### src/rtl/vx_rop_bus_receiver_pkg.sv
// VX_rop_pkg: shared types for the ROP request bus receiver.
//   rop_frag_t        : one fragment {pos_x, pos_y, color, depth, face}, pos_x in the MSBs.
//   rop_recv_state_e  : receiver FSM states (IDLE = holding register empty, DRAIN = lanes pending).
//   UUID_WIDTH, VX_ROP_DIM_BITS, VX_ROP_DEPTH_BITS : bus field widths.
package VX_rop_pkg;

  localparam int unsigned UUID_WIDTH        = 16;
  localparam int unsigned VX_ROP_DIM_BITS   = 11;
  localparam int unsigned VX_ROP_DEPTH_BITS = 24;

  typedef struct packed {
    logic [VX_ROP_DIM_BITS-1:0]   pos_x;
    logic [VX_ROP_DIM_BITS-1:0]   pos_y;
    logic [31:0]                  color;
    logic [VX_ROP_DEPTH_BITS-1:0] depth;
    logic                         face;
  } rop_frag_t;

  localparam int unsigned ROP_FRAG_BITS = $bits(rop_frag_t);

  typedef enum logic {
    ROP_RECV_IDLE  = 1'b0,
    ROP_RECV_DRAIN = 1'b1
  } rop_recv_state_e;

endpackage

### src/rtl/vx_rop_bus_receiver_lane_select.sv
// vx_rop_lane_select: combinational lowest-set-first lane picker.
//   i_rem_mask   : lanes still waiting to be issued
//   o_lane_idx   : lane index feeding each output slot (slot 0 = lowest lane)
//   o_slot_valid : slots carrying a fragment, contiguous ones from bit 0
//   o_issued     : lanes consumed by this beat
module vx_rop_lane_select #(
  parameter  int unsigned NUM_LANES = 4,
  parameter  int unsigned OUT_LANES = 1,
  localparam int unsigned IDX_W     = (NUM_LANES > 1) ? $clog2(NUM_LANES) : 1
) (
  input  logic [NUM_LANES-1:0]            i_rem_mask,
  output logic [OUT_LANES-1:0][IDX_W-1:0] o_lane_idx,
  output logic [OUT_LANES-1:0]            o_slot_valid,
  output logic [NUM_LANES-1:0]            o_issued
);

  always_comb begin
    int unsigned slot;
    o_lane_idx   = '0;
    o_slot_valid = '0;
    o_issued     = '0;
    slot         = 0;
    for (int unsigned l = 0; l < NUM_LANES; l++) begin
      if (i_rem_mask[l] && (slot < OUT_LANES)) begin
        o_lane_idx[slot]   = IDX_W'(l);
        o_slot_valid[slot] = 1'b1;
        o_issued[l]        = 1'b1;
        slot++;
      end
    end
  end

endmodule

### src/rtl/vx_rop_bus_receiver.sv
// vx_rop_bus_receiver: ROP-side end of the ROP request bus. Accepts one multi-lane
// request per handshake, holds it, and emits its active lanes as a compacted
// fragment stream, OUT_LANES fragments per beat. Zero-mask requests are dropped.
// Ports:
//   clk, reset                 : clock, synchronous active-high reset
//   req_valid/req_ready        : request handshake (req_ready depends on out_ready)
//   req_uuid/mask/pos_x/pos_y/color/depth/face : request payload, lane-packed LSB-first
//   out_valid/out_ready        : fragment beat handshake
//   out_mask                   : valid slots, contiguous from bit 0
//   out_frag                   : OUT_LANES packed rop_frag_t, slot 0 in the LSBs
//   out_uuid, out_eop          : source tag, last beat of the request
// Optional build macro VX_ROP_RECV_PERF_EN adds perf_frags, perf_stalls, perf_drops.
module vx_rop_bus_receiver
  import VX_rop_pkg::*;
#(
  parameter int unsigned NUM_LANES = 4,
  parameter int unsigned OUT_LANES = 1
) (
  input  logic                                   clk,
  input  logic                                   reset,
  input  logic                                   req_valid,
  output logic                                   req_ready,
  input  logic [UUID_WIDTH-1:0]                  req_uuid,
  input  logic [NUM_LANES-1:0]                   req_mask,
  input  logic [NUM_LANES*VX_ROP_DIM_BITS-1:0]   req_pos_x,
  input  logic [NUM_LANES*VX_ROP_DIM_BITS-1:0]   req_pos_y,
  input  logic [NUM_LANES*32-1:0]                req_color,
  input  logic [NUM_LANES*VX_ROP_DEPTH_BITS-1:0] req_depth,
  input  logic [NUM_LANES-1:0]                   req_face,
  output logic                                   out_valid,
  input  logic                                   out_ready,
  output logic [OUT_LANES-1:0]                   out_mask,
  output logic [OUT_LANES*ROP_FRAG_BITS-1:0]     out_frag,
  output logic [UUID_WIDTH-1:0]                  out_uuid,
  output logic                                   out_eop
`ifdef VX_ROP_RECV_PERF_EN
  ,
  output logic [31:0]                            perf_frags,
  output logic [31:0]                            perf_stalls,
  output logic [31:0]                            perf_drops
`endif
);

  localparam int unsigned IDX_W = (NUM_LANES > 1) ? $clog2(NUM_LANES) : 1;

  rop_recv_state_e        r_state;
  logic [NUM_LANES-1:0]   r_rem_mask;
  logic [UUID_WIDTH-1:0]  r_uuid;
  rop_frag_t              r_frag [NUM_LANES];

  rop_frag_t                      w_req_frag [NUM_LANES];
  logic [OUT_LANES-1:0][IDX_W-1:0] w_lane_idx;
  logic [OUT_LANES-1:0]            w_slot_valid;
  logic [NUM_LANES-1:0]            w_issued;
  logic                            w_accept;
  logic                            w_load;
  logic                            w_drop;
  logic                            w_fire;

  vx_rop_lane_select #(
    .NUM_LANES (NUM_LANES),
    .OUT_LANES (OUT_LANES)
  ) u_lane_select (
    .i_rem_mask   (r_rem_mask),
    .o_lane_idx   (w_lane_idx),
    .o_slot_valid (w_slot_valid),
    .o_issued     (w_issued)
  );

  always_comb begin
    for (int unsigned l = 0; l < NUM_LANES; l++) begin
      w_req_frag[l].pos_x = req_pos_x[l*VX_ROP_DIM_BITS +: VX_ROP_DIM_BITS];
      w_req_frag[l].pos_y = req_pos_y[l*VX_ROP_DIM_BITS +: VX_ROP_DIM_BITS];
      w_req_frag[l].color = req_color[l*32 +: 32];
      w_req_frag[l].depth = req_depth[l*VX_ROP_DEPTH_BITS +: VX_ROP_DEPTH_BITS];
      w_req_frag[l].face  = req_face[l];
    end
  end

  assign out_valid = (r_state == ROP_RECV_DRAIN);
  assign out_eop   = out_valid && ((r_rem_mask & ~w_issued) == '0);
  assign out_mask  = w_slot_valid;
  assign out_uuid  = r_uuid;
  // A new request may land in the same cycle the last beat of the current one leaves.
  assign req_ready = !reset && (!out_valid || (out_eop && out_ready));
  assign w_accept  = req_valid && req_ready;
  assign w_load    = w_accept && (req_mask != '0);
  assign w_drop    = w_accept && (req_mask == '0);
  assign w_fire    = out_valid && out_ready;

  always_comb begin
    out_frag = '0;
    for (int unsigned s = 0; s < OUT_LANES; s++) begin
      out_frag[s*ROP_FRAG_BITS +: ROP_FRAG_BITS] = r_frag[w_lane_idx[s]];
    end
  end

  always_ff @(posedge clk) begin
    if (reset) begin
      r_state    <= ROP_RECV_IDLE;
      r_rem_mask <= '0;
    end else begin
      case (r_state)
        ROP_RECV_IDLE: begin
          if (w_load) begin
            r_state    <= ROP_RECV_DRAIN;
            r_rem_mask <= req_mask;
          end
        end
        ROP_RECV_DRAIN: begin
          if (w_fire) begin
            if (!out_eop) begin
              r_rem_mask <= r_rem_mask & ~w_issued;
            end else if (w_load) begin
              r_rem_mask <= req_mask;
            end else begin
              r_rem_mask <= '0;
              r_state    <= ROP_RECV_IDLE;
            end
          end
        end
        default: begin
          r_state    <= ROP_RECV_IDLE;
          r_rem_mask <= '0;
        end
      endcase
    end
  end

  // Payload is only meaningful while r_rem_mask is non-zero, so it needs no reset.
  always_ff @(posedge clk) begin
    if (w_load) begin
      r_uuid <= req_uuid;
      r_frag <= w_req_frag;
    end
  end

`ifdef VX_ROP_RECV_PERF_EN
  localparam int unsigned CNT_W = $clog2(NUM_LANES + 1);

  logic [CNT_W-1:0] w_pop;

  always_comb begin
    w_pop = '0;
    for (int unsigned s = 0; s < OUT_LANES; s++) begin
      w_pop = w_pop + CNT_W'(out_mask[s]);
    end
  end

  always_ff @(posedge clk) begin
    if (reset) begin
      perf_frags  <= '0;
      perf_stalls <= '0;
      perf_drops  <= '0;
    end else begin
      if (w_fire)                  perf_frags  <= perf_frags + 32'(w_pop);
      if (out_valid && !out_ready) perf_stalls <= perf_stalls + 32'd1;
      if (w_drop)                  perf_drops  <= perf_drops + 32'd1;
    end
  end
`endif

endmodule

### config.mk
export PLATFORM = sky130hd
export DESIGN_NAME = vx_rop_bus_receiver
export DESIGN_NICKNAME = d
export VERILOG_FILES = /design/src/rtl/vx_rop_bus_receiver_pkg.sv /design/src/rtl/vx_rop_bus_receiver_lane_select.sv /design/src/rtl/vx_rop_bus_receiver.sv
export SDC_FILE = /design/constraint.sdc
export NUM_CORES = 1
export LEC_CHECK = 0
export ABC_AREA = 1
export CAP_MARGIN = 0
export CORE_ASPECT_RATIO = 1.5
export CORE_UTILIZATION = 40
export CTS_BUF_LIST = sky130_fd_sc_hd__clkbuf_4
export DETAILED_ROUTE_END_ITERATION = 8
export PLACE_DENSITY = 0.84
export SLEW_MARGIN = 20
export SYNTH_ARGS = -nofsm -noshare
export SYNTH_HDL_FRONTEND = slang
export SYNTH_HIERARCHICAL = 1
export SYNTH_SLANG_ARGS = --single-unit
### constraint.sdc
create_clock -name clk -period 7.75 [get_ports clk]
set_input_delay 0.775 -clock clk [delete_from_list [all_inputs] [get_ports clk]]
set_output_delay 0.775 -clock clk [all_outputs]
set_load 0.01 [all_outputs]
# ---- Word level (Yosys, flattened, before mapping)
# Cells that the tools add are included.
# Widths: inputs -> output; s select.
dict set report word_totals {
  register_bits 337
  elab_cells 97
}
dict set report op_classes {
  n_addsub 2
  magnitude_cmp 10
  n_eq_ne 2
  n_mux 31
  bitwise_logic 11
  reduce_logical 18
}
# operator count
set op_table {}
lappend op_table {{$bmux 79 s2} 1}
lappend op_table {{$mux 79} 2}
lappend op_table {{$lt 32x1->1 const B} 4}
lappend op_table {{$ge 32x1->1 const B} 2}
lappend op_table {{$mux 32} 2}
lappend op_table {{$add 32x1->32 const B} 1}
lappend op_table {{$mux 1} 16}
lappend op_table {{$mux 4} 4}
lappend op_table {{$logic_and 1x1->1} 12}
lappend op_table {{$mux 2} 4}
lappend op_table {{$pmux 4 s2} 1}
lappend op_table {{$and 4x4->4} 1}
lappend op_table {{$logic_not 4->1} 1}
lappend op_table {{$not 4->4} 1}
lappend op_table {{$reduce_bool 4->1} 1}
lappend op_table {{$ge 3x3->1 const B} 1}
lappend op_table {{$not 2->3} 1}
lappend op_table {{$or 1x1->1} 3}
lappend op_table {{$add 1x1->2 const B} 1}
lappend op_table {{$logic_not 1->1} 2}
lappend op_table {{$lt 1x1->1 const B} 2}
lappend op_table {{$ne 2x1->1 const B} 1}
lappend op_table {{$ne 2x2->1 const B} 1}
lappend op_table {{$not 1->1} 2}
lappend op_table {{other kinds (7)} 7}

# ---- Logic depth before layout (Yosys ltp)
dict set report logic_depth {
  word_depth 23
  ltp_mapped 14
  depth_no_buf 14
}

# ---- Modules after synthesis
# Netlist, hierarchy kept.
# module n_inst cells_per_inst area_per_inst_um2
set modules_own_cells {}
lappend modules_own_cells {vx_rop_bus_receiver 1 850 12587.1}
lappend modules_own_cells {vx_rop_lane_select 1 13 62.6}

# ---- Worst setup path after synthesis
# OpenSTA, ideal clock, no wires.
dict set report synth_path {
  path_type {input -> register}
  from {input port req_mask[3]}
  to {register r_uuid[0] (netlist: out_uuid[0]) (enable)}
  setup_ns 0.681
  t_arrival_ns 7.545
  required_time_ns 7.069
  setup_slack_ns -0.476
  path_stages 4
  n_path_buf 0
  path_cell_list {nor2_1 -> a21boi_2 -> nand3_1 -> inv_1}
}
dict set report synth_between {
  elab_chain_len 2
}
# element line
set synth_rtl {}
lappend synth_rtl {{from (decl)} vx_rop_bus_receiver.sv:24} ;# input logic [NUM_LANES-1:0] req_mask,
lappend synth_rtl {{$reduce_bool 4->1} vx_rop_bus_receiver.sv:87} ;# assign w_load = w_accept && (req_mask != '0);
lappend synth_rtl {{$logic_and 1x1->1} vx_rop_bus_receiver.sv:87}
lappend synth_rtl {{net w_load} vx_rop_bus_receiver.sv:56} ;# logic w_load;
lappend synth_rtl {{to (signal assigned)} vx_rop_bus_receiver.sv:133} ;# r_uuid <= req_uuid;
lappend synth_rtl {{to (decl)} vx_rop_bus_receiver.sv:48} ;# logic [UUID_WIDTH-1:0] r_uuid;
# The timed path passes the listed nets, and every way through them passes these cells.
# A chain may end at the register's enable or synchronous reset.

==> reports/metrics.yaml <==
final_period_minus_worst_setup_slack_ns: 4.965
viasPerCell: 5.107
post_synth.cell_area_avg_sq_um: 14.66
timing.max_cap.violations: 0
worst-endpoint-required_ns: 6.97
chipWidth_microns: 147.2
drt-total-wl_mm: 34.79
coreArea_sq_um: 31040
synth.ff_latch_count: 337
reg2reg_depth: 12
setup_violations: 0
drtPass1Iterations: 5
insertion_delay_ns: 0.72
r2r_start: "r_rem_mask[0]$_SDFFE_PP0P_"
num-nets-final: 1677
class_of_the_most_critical_setup_path: "reg2out"
wire_per_inst_microns: 19.23
ys_warn_count: 6
hold_path.class: "in2reg"
cts_inserted_buffers: 80
root_buffer: "sky130_fd_sc_hd__clkbuf_4"
antenna_found_initial: 5
tritoncts: "built"
layout_common_cells: "438 x sky130_fd_sc_hd__clkdlybuf4s50_1, 332 x sky130_fd_sc_hd__edfxtp_1, 172 x sky130_fd_sc_hd__nor2_1"
cts_num_sinks: 337
grt_start_max_net_pins: 164
area_of_the_mapped_netlist_sq_um: 12650
gr-total-overflow: 0
startpoint: "r_rem_mask[0]$_SDFFE_PP0P_"
final-hold-violation-count: 0
vdd.ir_drop.worst_mv: 0.1657
crit_arrival_ns: 4.19
setup.worst_path.start_class: "flop"
layout-drive-gt1-share: 0.1023
clock.fmax_ghz: 0.2014
p_leak_nw: 6.337
clock_path_buffers: 3
postCtsSetupBuffers: 0
groute.usage.overall: 0.2133
placement.io_buffers: 438
synth_cell_type_count: 25
cts.htree.levels: 3
fin_max_slew_vios: 0
post_cts.resized_instances: 0
fp-row-count: 79
tightestPinTransition_ns: 1.023
postLayoutSetupSlackWorst_ns: 2.785
die_area_sq_um: 32350
capturing_point_of_the_worst_reg2reg_path: "r_frag[315]$_DFFE_PP_"
layout_worst_path_cycle_share: 0.6407
relative_slew_slack: 0.3165
cts.clk_slew.worst_paths_ns: 0.07
design.portCount: 439
ys_seq_area_frac: 0.7960
drc: 0
fp.dieH_microns: 219.8
detailedPlacementHpwl_mm: 23.68
post_cts_hold_buffer_count: 0
cp-end-kind: "output pin"
gp_congestion: 0.9025
dr_total_vias: 9238
status: "completed"
grt_pass1_vias: 9682
wire_length_of_the_first_global_routing_pass_mm: 51.59
mostFrequentLayoutCell: "sky130_fd_sc_hd__clkdlybuf4s50_1"
rsz0062_at_grt: "no"
pre_cts_ws_ns: 3.420
setup_total_negative_slack_ns: 0
critical_path_destination: "out_frag[27]"
critPathMaxFanout: 86
drt_iter0_markers: 472
finalClockSkew_ns: 0.03183
initial_core_util: 0.4076
syn2layout_area_growth_pct: 45.26
power-per-cell-area_nw_per_um2: 241.3
regToRegSetupSlack_ns: 4.35
synthCells: 863
drtAntennaViolNets: 0
postSynthNetCount: 1203
-- worst min-delay path by stage --
stage / start / endpoint / slack, ns / cells past startpoint
floorplan: r_rem_mask[2]$_SDFFE_PP0P_ / r_rem_mask[2]$_SDFFE_PP0P_ / 0.59 / 3
global placement: r_rem_mask[2]$_SDFFE_PP0P_ / r_rem_mask[2]$_SDFFE_PP0P_ / 0.61 / 3
detailed placement: r_rem_mask[3]$_SDFFE_PP0P_ / r_rem_mask[3]$_SDFFE_PP0P_ / 0.65 / 3
CTS: req_pos_x[16] / r_frag[231]$_DFFE_PP_ / 0.50 / 1
global route: req_uuid[12] / out_uuid[12]$_DFFE_PP_ / 0.50 / 1
finish: req_uuid[12] / out_uuid[12]$_DFFE_PP_ / 0.61 / 1
-- cells in the mapped netlist --
cell,number,area [sq um]
sky130_fd_sc_hd__clkbuf_1,20,75.07
sky130_fd_sc_hd__a21oi_1,4,20.02
sky130_fd_sc_hd__o2111ai_1,1,8.760
sky130_fd_sc_hd__clkbuf_2,2,10.01
sky130_fd_sc_hd__nor2_1,172,645.6
sky130_fd_sc_hd__nand2_2,2,12.51
sky130_fd_sc_hd__or2_2,1,6.260
sky130_fd_sc_hd__inv_1,19,71.32
sky130_fd_sc_hd__nor3_1,1,5.000
sky130_fd_sc_hd__dfxtp_1,5,100.1
sky130_fd_sc_hd__edfxtp_1,332,9970
sky130_fd_sc_hd__buf_6,13,146.4
sky130_fd_sc_hd__inv_2,1,3.750
sky130_fd_sc_hd__inv_4,1,6.260
sky130_fd_sc_hd__o21ai_1,43,215.2
sky130_fd_sc_hd__nand4_2,1,12.51
sky130_fd_sc_hd__o22ai_1,79,494.2
sky130_fd_sc_hd__o21ai_0,116,580.6
sky130_fd_sc_hd__nand3b_1,5,37.54
sky130_fd_sc_hd__nand2_1,14,52.55
sky130_fd_sc_hd__buf_2,12,60.06
sky130_fd_sc_hd__a21boi_2,1,11.26
sky130_fd_sc_hd__nand3_1,11,55.05
sky130_fd_sc_hd__buf_4,5,37.54
sky130_fd_sc_hd__nor2_2,2,12.51
-- critical path: stages (launching register included) --
cell and delay, ns:
sky130_fd_sc_hd__dfxtp_1 0.46, sky130_fd_sc_hd__nor2_2 0.10, sky130_fd_sc_hd__nand3_1 0.14, sky130_fd_sc_hd__nand2_4 0.48
sky130_fd_sc_hd__inv_4 0.83, sky130_fd_sc_hd__buf_12 0.38, sky130_fd_sc_hd__o21ai_0 0.13, sky130_fd_sc_hd__o22ai_1 0.27
sky130_fd_sc_hd__clkdlybuf4s50_1 0.61
-- layout make-up --
class	instances	area (sq um)
Antenna cell	6	15.01
Timing Repair Buffer	444	4467
Tap cell	405	506.7
Fill cell	2368	12660
Inverter	21	85.08
Clock inverter	28	191.4
Sequential cell	337	10070
Clock buffer	115	863.3
Multi-Input combinational cell	453	2177
-- where the power goes --
| part | leakage (nW) | switching, mW | internal [mW] |
|---|---|---|---|
| registers | 3.11 | 0.0258 | 2.10 |
| logic | 2.60 | 0.420 | 0.427 |
| clock network | 0.624 | 0.676 | 0.786 |
-- layer usage --
metal / part of all wire / global-route usage / vias up
met4: 0.049 / 0.1340 / 4
met5: 0.00078 / 0 / -
met3: 0.079 / 0.06708 / 113
met2: 0.53 / 0.3747 / 488
met1: 0.34 / 0.2200 / 4396
li1: - / - / 4237
-- flip-flops by register name, summed over array words and instances (netlist names) --
name and cells:
out_uuid 16, r_frag 316, out_valid 1, r_rem_mask 4
-- metrics by stage --
| stage | power, mW | hold WS (ns) | util | instances | area [sq um] |
|---|---|---|---|---|---|
| 2_1_floorplan | 2.544 | 0.5914 | - | 863 | 12650 |
| 3_3_place_gp | 2.989 | 0.6124 | 0.5576 | 1660 | 17310 |
| 3_5_place_dp | 3.014 | 0.6459 | 0.5576 | 1660 | 17310 |
| 4_1_cts | 4.494 | 0.5003 | 0.5916 | 1803 | 18360 |
| 5_1_grt | 4.645 | 0.4969 | 0.5919 | 1807 | 18370 |
| 6_report | 4.434 | 0.6070 | 0.5920 | 1809 | 18380 |
-- cell families (layout without fill, tap and decap cells) --
group / Yosys count / in the layout / synth area share
and+or+nand+nor: 209 / 209 / 0.06637
DFF: 337 / 337 / 0.7960
buffers and inverters: 73 / 608 / 0.03244
other: 0 / 6 / 0
AOI/OAI and AO/OA: 244 / 244 / 0.1051
Power figures use the tool's default switching activity.
